File: src/rtl/rvfpm_chk_pkg.sv
// rvfpm_chk_pkg
// Shared definitions for the FMV.X.W / FMV.W.X result checker:
//   - RISC-V OP-FP encoding constants used to recognise the two moves
//   - chk_kind_e : which move an in-flight entry belongs to
//   - chk_entry_t: one delay-line slot {valid, kind, rd, expected}
// The entry fields are sized for the widest supported configuration
// (XLEN up to 64, register index up to 8 bits). Narrower builds zero-extend
// into them, so the unused upper bits stay constant and synthesis removes them.
package rvfpm_chk_pkg;

  localparam logic [6:0] OPC_OP_FP  = 7'b1010011;
  localparam logic [6:0] F7_FMV_X_W = 7'b1110000;
  localparam logic [6:0] F7_FMV_W_X = 7'b1111000;
  localparam logic [2:0] F3_FMV     = 3'b000;
  localparam logic [4:0] RS2_FMV    = 5'b00000;

  localparam int CHK_DATA_W = 64;
  localparam int CHK_RD_W   = 8;

  typedef enum logic {
    FMV_X_W = 1'b0,
    FMV_W_X = 1'b1
  } chk_kind_e;

  typedef struct packed {
    logic                  valid;
    chk_kind_e             kind;
    logic [CHK_RD_W-1:0]   rd;
    logic [CHK_DATA_W-1:0] expected;
  } chk_entry_t;

  // Common part of both encodings: OP-FP opcode, funct3 = 000, rs2 = 00000.
  function automatic logic is_fmv_common(input logic [31:0] insn);
    return (insn[6:0] == OPC_OP_FP) && (insn[14:12] == F3_FMV) &&
           (insn[24:20] == RS2_FMV);
  endfunction

  function automatic logic is_fmv_x_w(input logic [31:0] insn);
    return is_fmv_common(insn) && (insn[31:25] == F7_FMV_X_W);
  endfunction

  function automatic logic is_fmv_w_x(input logic [31:0] insn);
    return is_fmv_common(insn) && (insn[31:25] == F7_FMV_W_X);
  endfunction

endpackage

File: src/rtl/rvfpm_chk_delay_line.sv
// rvfpm_chk_delay_line
// DEPTH-entry shift register of entries of type T. Mirrors the latency of
// the observed FP pipeline: it advances only when that pipeline advances.
// Ports:
//   ck     : clock, rising edge
//   rst    : synchronous active-high reset, all entries cleared (valid=0)
//   enable : shift one position this cycle
//   in     : entry written into stage 0
//   out    : oldest entry (stage DEPTH-1)
module rvfpm_chk_delay_line #(
  parameter int  DEPTH = 4,
  parameter type T     = rvfpm_chk_pkg::chk_entry_t
) (
  input  logic ck,
  input  logic rst,
  input  logic enable,
  input  T     in,
  output T     out
);

  T stage [DEPTH];

  always_ff @(posedge ck) begin
    if (rst) begin
      for (int i = 0; i < DEPTH; i++) begin
        stage[i] <= '0;
      end
    end else if (enable) begin
      stage[0] <= in;
      for (int i = 1; i < DEPTH; i++) begin
        stage[i] <= stage[i-1];
      end
    end
  end

  assign out = stage[DEPTH-1];

endmodule

File: config.mk
export PLATFORM = sky130hd
export DESIGN_NAME = rvfpm_chk_delay_line
export DESIGN_NICKNAME = d
export VERILOG_FILES = /design/src/rtl/rvfpm_chk_pkg.sv /design/src/rtl/rvfpm_chk_delay_line.sv
export SDC_FILE = /design/constraint.sdc
export NUM_CORES = 1
export LEC_CHECK = 0
export CORE_MARGIN = 2
export CORE_UTILIZATION = 55
export CTS_CLUSTER_DIAMETER = 80
export DETAILED_ROUTE_END_ITERATION = 12
export PLACE_DENSITY_LB_ADDON = 0.25
export SLEW_MARGIN = 30
export SYNTH_ARGS = -nofsm -noshare
export SYNTH_HDL_FRONTEND = slang
export SYNTH_SLANG_ARGS = --single-unit
File: constraint.sdc
create_clock -name ck -period 6 [get_ports ck]
set_input_delay 0.9 -clock ck [delete_from_list [all_inputs] [get_ports ck]]
set_output_delay 0.9 -clock ck [all_outputs]
set_load 0.1 [all_outputs]
* Word level (Yosys, flattened, before mapping)
Memory sizes are Yosys's and may differ from the RTL's.
Cells that the tools add are included.
** Operators by class
- Bitwise operators :: 4
- Multiplexer cells :: 9
** Operator list (number)
- $mux W74 :: 4
- $mux W1 :: 5
- $or A1 B1 Y1 :: 4
** Storage, ports and cells
- Memories kept :: 1
- Bits in registers :: 0
- RAM bits :: 296
- Output and inout bits :: 74
- Word-level logic and storage cells :: 14
** Memories
- stage :: words 4, width 74, read ports 4, clocked after memory_dff 0, wr ports 4, RTL line rvfpm_chk_delay_line.sv:21 : T stage [DEPTH];

* Logic depth before layout (Yosys ltp)
- Depth after elaboration :: 4
- Gate-level depth with buffers :: 4
- Gate-level depth less buffers :: 1

* Least setup slack after synthesis
No wires, ideal clock.
- Kind :: input to register
- From :: input port rst
- To :: memory stage[0][0] in the netlist's numbering (enable)
- Stages on the path :: 3
- Data arrival time :: 4.763 ns
- Path buffers :: 2
- Setup time :: 0.535 ns
- Slack :: 0.701 ns
- Cells stage by stage :: buf_2 -> buf_2 -> or2_2
** RTL lines
- start, declared :: RTL line rvfpm_chk_delay_line.sv:15 : input logic rst,
- end, declared :: RTL line rvfpm_chk_delay_line.sv:21

==> key figures <==
Clocking
  • CTS Buf Count: 28
  • Clock Latency Late Sink: between 0.5 and 0.6 ns
  • Postcts setup bufs: 0
  • Longest Clk Path Bufs: 3
  • CTS tree: built
  • Post_cts resized: 0
  • Clk root buf: clkbuf_16
  • Post-CTS Hold Buffers: 0
  • H-Tree Depth: 1
  • TritonCTS Sinks: a little under 300
  • Clk slew on worst S/H paths: roughly 0.06 ns

Critical path
  • CP Capture Type: flip-flop
  • Critical Path AT: 3.10 ns
  • Worst setup SP type: input pin
  • Reg-to-reg setup timing slack: 5.19 ns
  • Critical path class: in -> reg
  • Slowest stage cell, crit path: clkbuf_8
  • Crit path max fanout: around 190
  • CP required: 6.16 ns
  • Cell Chain, Critical Path: clkbuf_8 > or2_4 > buf_12 > buf_16
  • Largest stage delay, worst path: 0.61 ns

Placement
  • Gpl congestion: about 0.70
  • Dpl hpwl: 9.354 mm
  • PortBufs: 150

Route
  • DRT iter0 DRCs: 357
  • Top sig layer: met4
  • Met2 WL: 8.748 mm
  • Initial DRT Pass Iterations: 4
  • Routed length per instance: 15.74 um
  • Final WL: 16.87 mm
  • WL met3: 706 um
  • Antenna viol nets, final: 0
  • M1 wire length: 6.850 mm
  • Vias per cell: 5.200
  • Routed vias: 5,574
  • DRC viols: 0

Layout
  • NumNets Final: 855
  • Layout area overhead: 20.80%
  • Largest register by flop count: stage
  • Max reg flops: 296
  • Layout cells sized above 1: under 10%
  • Leading registers by flop count: stage x296
  • Ant diodes: 0

Synth
  • Sequential share of the synthesized area: 75.32%
  • Area leader, netlist: edfxtp_1
  • Cell area after synthesis: between 0.01 and 0.015 sq mm
  • Yosys cell types: 6
  • #FFs+latches synth: 296
  • Gate count of the mapped netlist: 658
  • Mapped Nets: approximately 740
  • Syn avg cell area: roughly 18 sq um
  • Yosys warns: 0
  • Synth top area share: 75.32%
  • Top cells by area, synth: edfxtp_1 (75%), and3b_1 (22%), buf_2 (2.1%), clkbuf_1 (0.41%), buf_4 (0.13%)

Timing
  • Endpoints failing hold: 0
  • Setup TNS Final: 0 ns
  • Period utilisation layout: 48.97%
  • F_max: 340.3 MHz
  • Slew Viols, Final: 0
  • RSZ-0062 raised after global routing: false
  • Final setup fails: 0
  • Clock skew: between 0.008 and 0.009 ns
  • Hold_ws: around 0.55 ns
  • Measured slew at the worst slew-check pin: 1.035 ns
  • Fin crit period: slightly below 3 ns
  • Worst slew margin: 30.80%

Pwr
  • Comb pwr share: 10.6%
  • Worst vdd ir: 0.1909 mV
  • Sw Share: 22.87%
  • Leakage: ~6.4 nW
  • Flop pwr share: 53.6%
  • Int Pwr: 3.534 mW
  • Clock power share: 35.8%
  • Power Density: 321.4 mW/mm^2
  • Net Switching: 1.048 mW

Flow run
  • Max-cap viol count: 0

Die
  • Die height: roughly 150 um
  • Cell Rows: 53
  • Initial Utilization: 56.14%
  • Die Wd: approximately 150 um
  • Die area: about 0.023 sq mm
  • Num ports: 151
  • Core area: 0.02102 sq mm

Status
  • Outcome: complete, no violations

Global routing
  • Total GRT Usage: 14.68%
  • Global route total overflow: 0
  • Maximum number of pins on one net before global-route repair: 195
  • Initial antenna violation count: 0
  • Vias in the first global route: around 5,400
  • First-pass GRT wire length: 26.59 mm

Min path
  • Worst Hold Class: reg -> reg
-- Yosys cell counts (all sizes together) --
cell type,number
or2,1
edfxtp,296
buf,52
and3b,296
clkbuf,13
-- stage by stage --
stage	area (sq um)	cells	setup slack [ns]	utilization (%)	power (mW)
after floorplan	11800	658	0.7014	-	2.859
after global placement	13380	1022	2.645	63.65	2.975
after detailed placement	13370	1022	2.521	63.58	2.991
after CTS	14220	1071	3.039	67.66	4.630
after global routing	14260	1072	2.867	67.82	4.741
final	14260	1072	3.062	67.82	4.582
-- path summary, 6_finish.rpt --
check	start	end	cells past startpoint
hold reg to reg	stage[1][1]	stage[2][1]	1
hold / removal	stage[1][1]	stage[2][1]	1
setup reg to reg	stage[1][0]	stage[2][0]	1
setup / recovery	rst	stage[1][35]	4
-- power by group through the flow --
stage                     clock network [mW]  registers, mW  logic (mW)
after floorplan                            0           2.73       0.131
after global routing                    1.76           2.47       0.514
after global placement                     0           2.49       0.482
after detailed placement                   0           2.50       0.490
final                                   1.64           2.46       0.487
after CTS                               1.68           2.46       0.490
-- worst max-delay path, delay by kind of cell --
family | cells | cell delay, ns
and+or+nand+nor | 1 | 0.55
buffers and inverters | 3 | 1.42
-- cell type report --
class,count,area (sq um)
sequential,296,8889
timing repair buffer,155,1564
multi-input combinational,297,2601
tap,275,344.1
clock buffer,36,752.0
fill,1405,6765
clock inverter,13,106.4
-- layout by cell type (no fill, tap or decap) --
| cell | synthesis | layout |
|---|---|---|
| clkinv_1 | 0 | 7 |
| or2_4 | 0 | 1 |
| buf_2 | 50 | 4 |
| buf_6 | 0 | 3 |
| clkdlybuf4s50_1 | 0 | 144 |
| buf_12 | 0 | 1 |
| clkbuf_1 | 13 | 7 |
| clkbuf_16 | 0 | 29 |
| bufinv_16 | 0 | 2 |
| buf_4 | 2 | 1 |
| clkbuf_8 | 0 | 1 |
| buf_16 | 0 | 1 |
| clkinv_2 | 0 | 4 |
| edfxtp_1 | 296 | 296 |
| and3b_1 | 296 | 296 |
-- metal layers --
metal	global-route usage, %	vias to the layer above
li1	-	2784
met1	18.85	2637
met2	24.93	115
met3	2.485	38
met4	6.132	0
met5	0	-
-- cells by family after synthesis --
family,Yosys count,synth area share [%]
buf+inv,65,2.661
flops,296,75.32
simple gates,297,22.02
No activity file was read; power rests on OpenSTA's default activity.
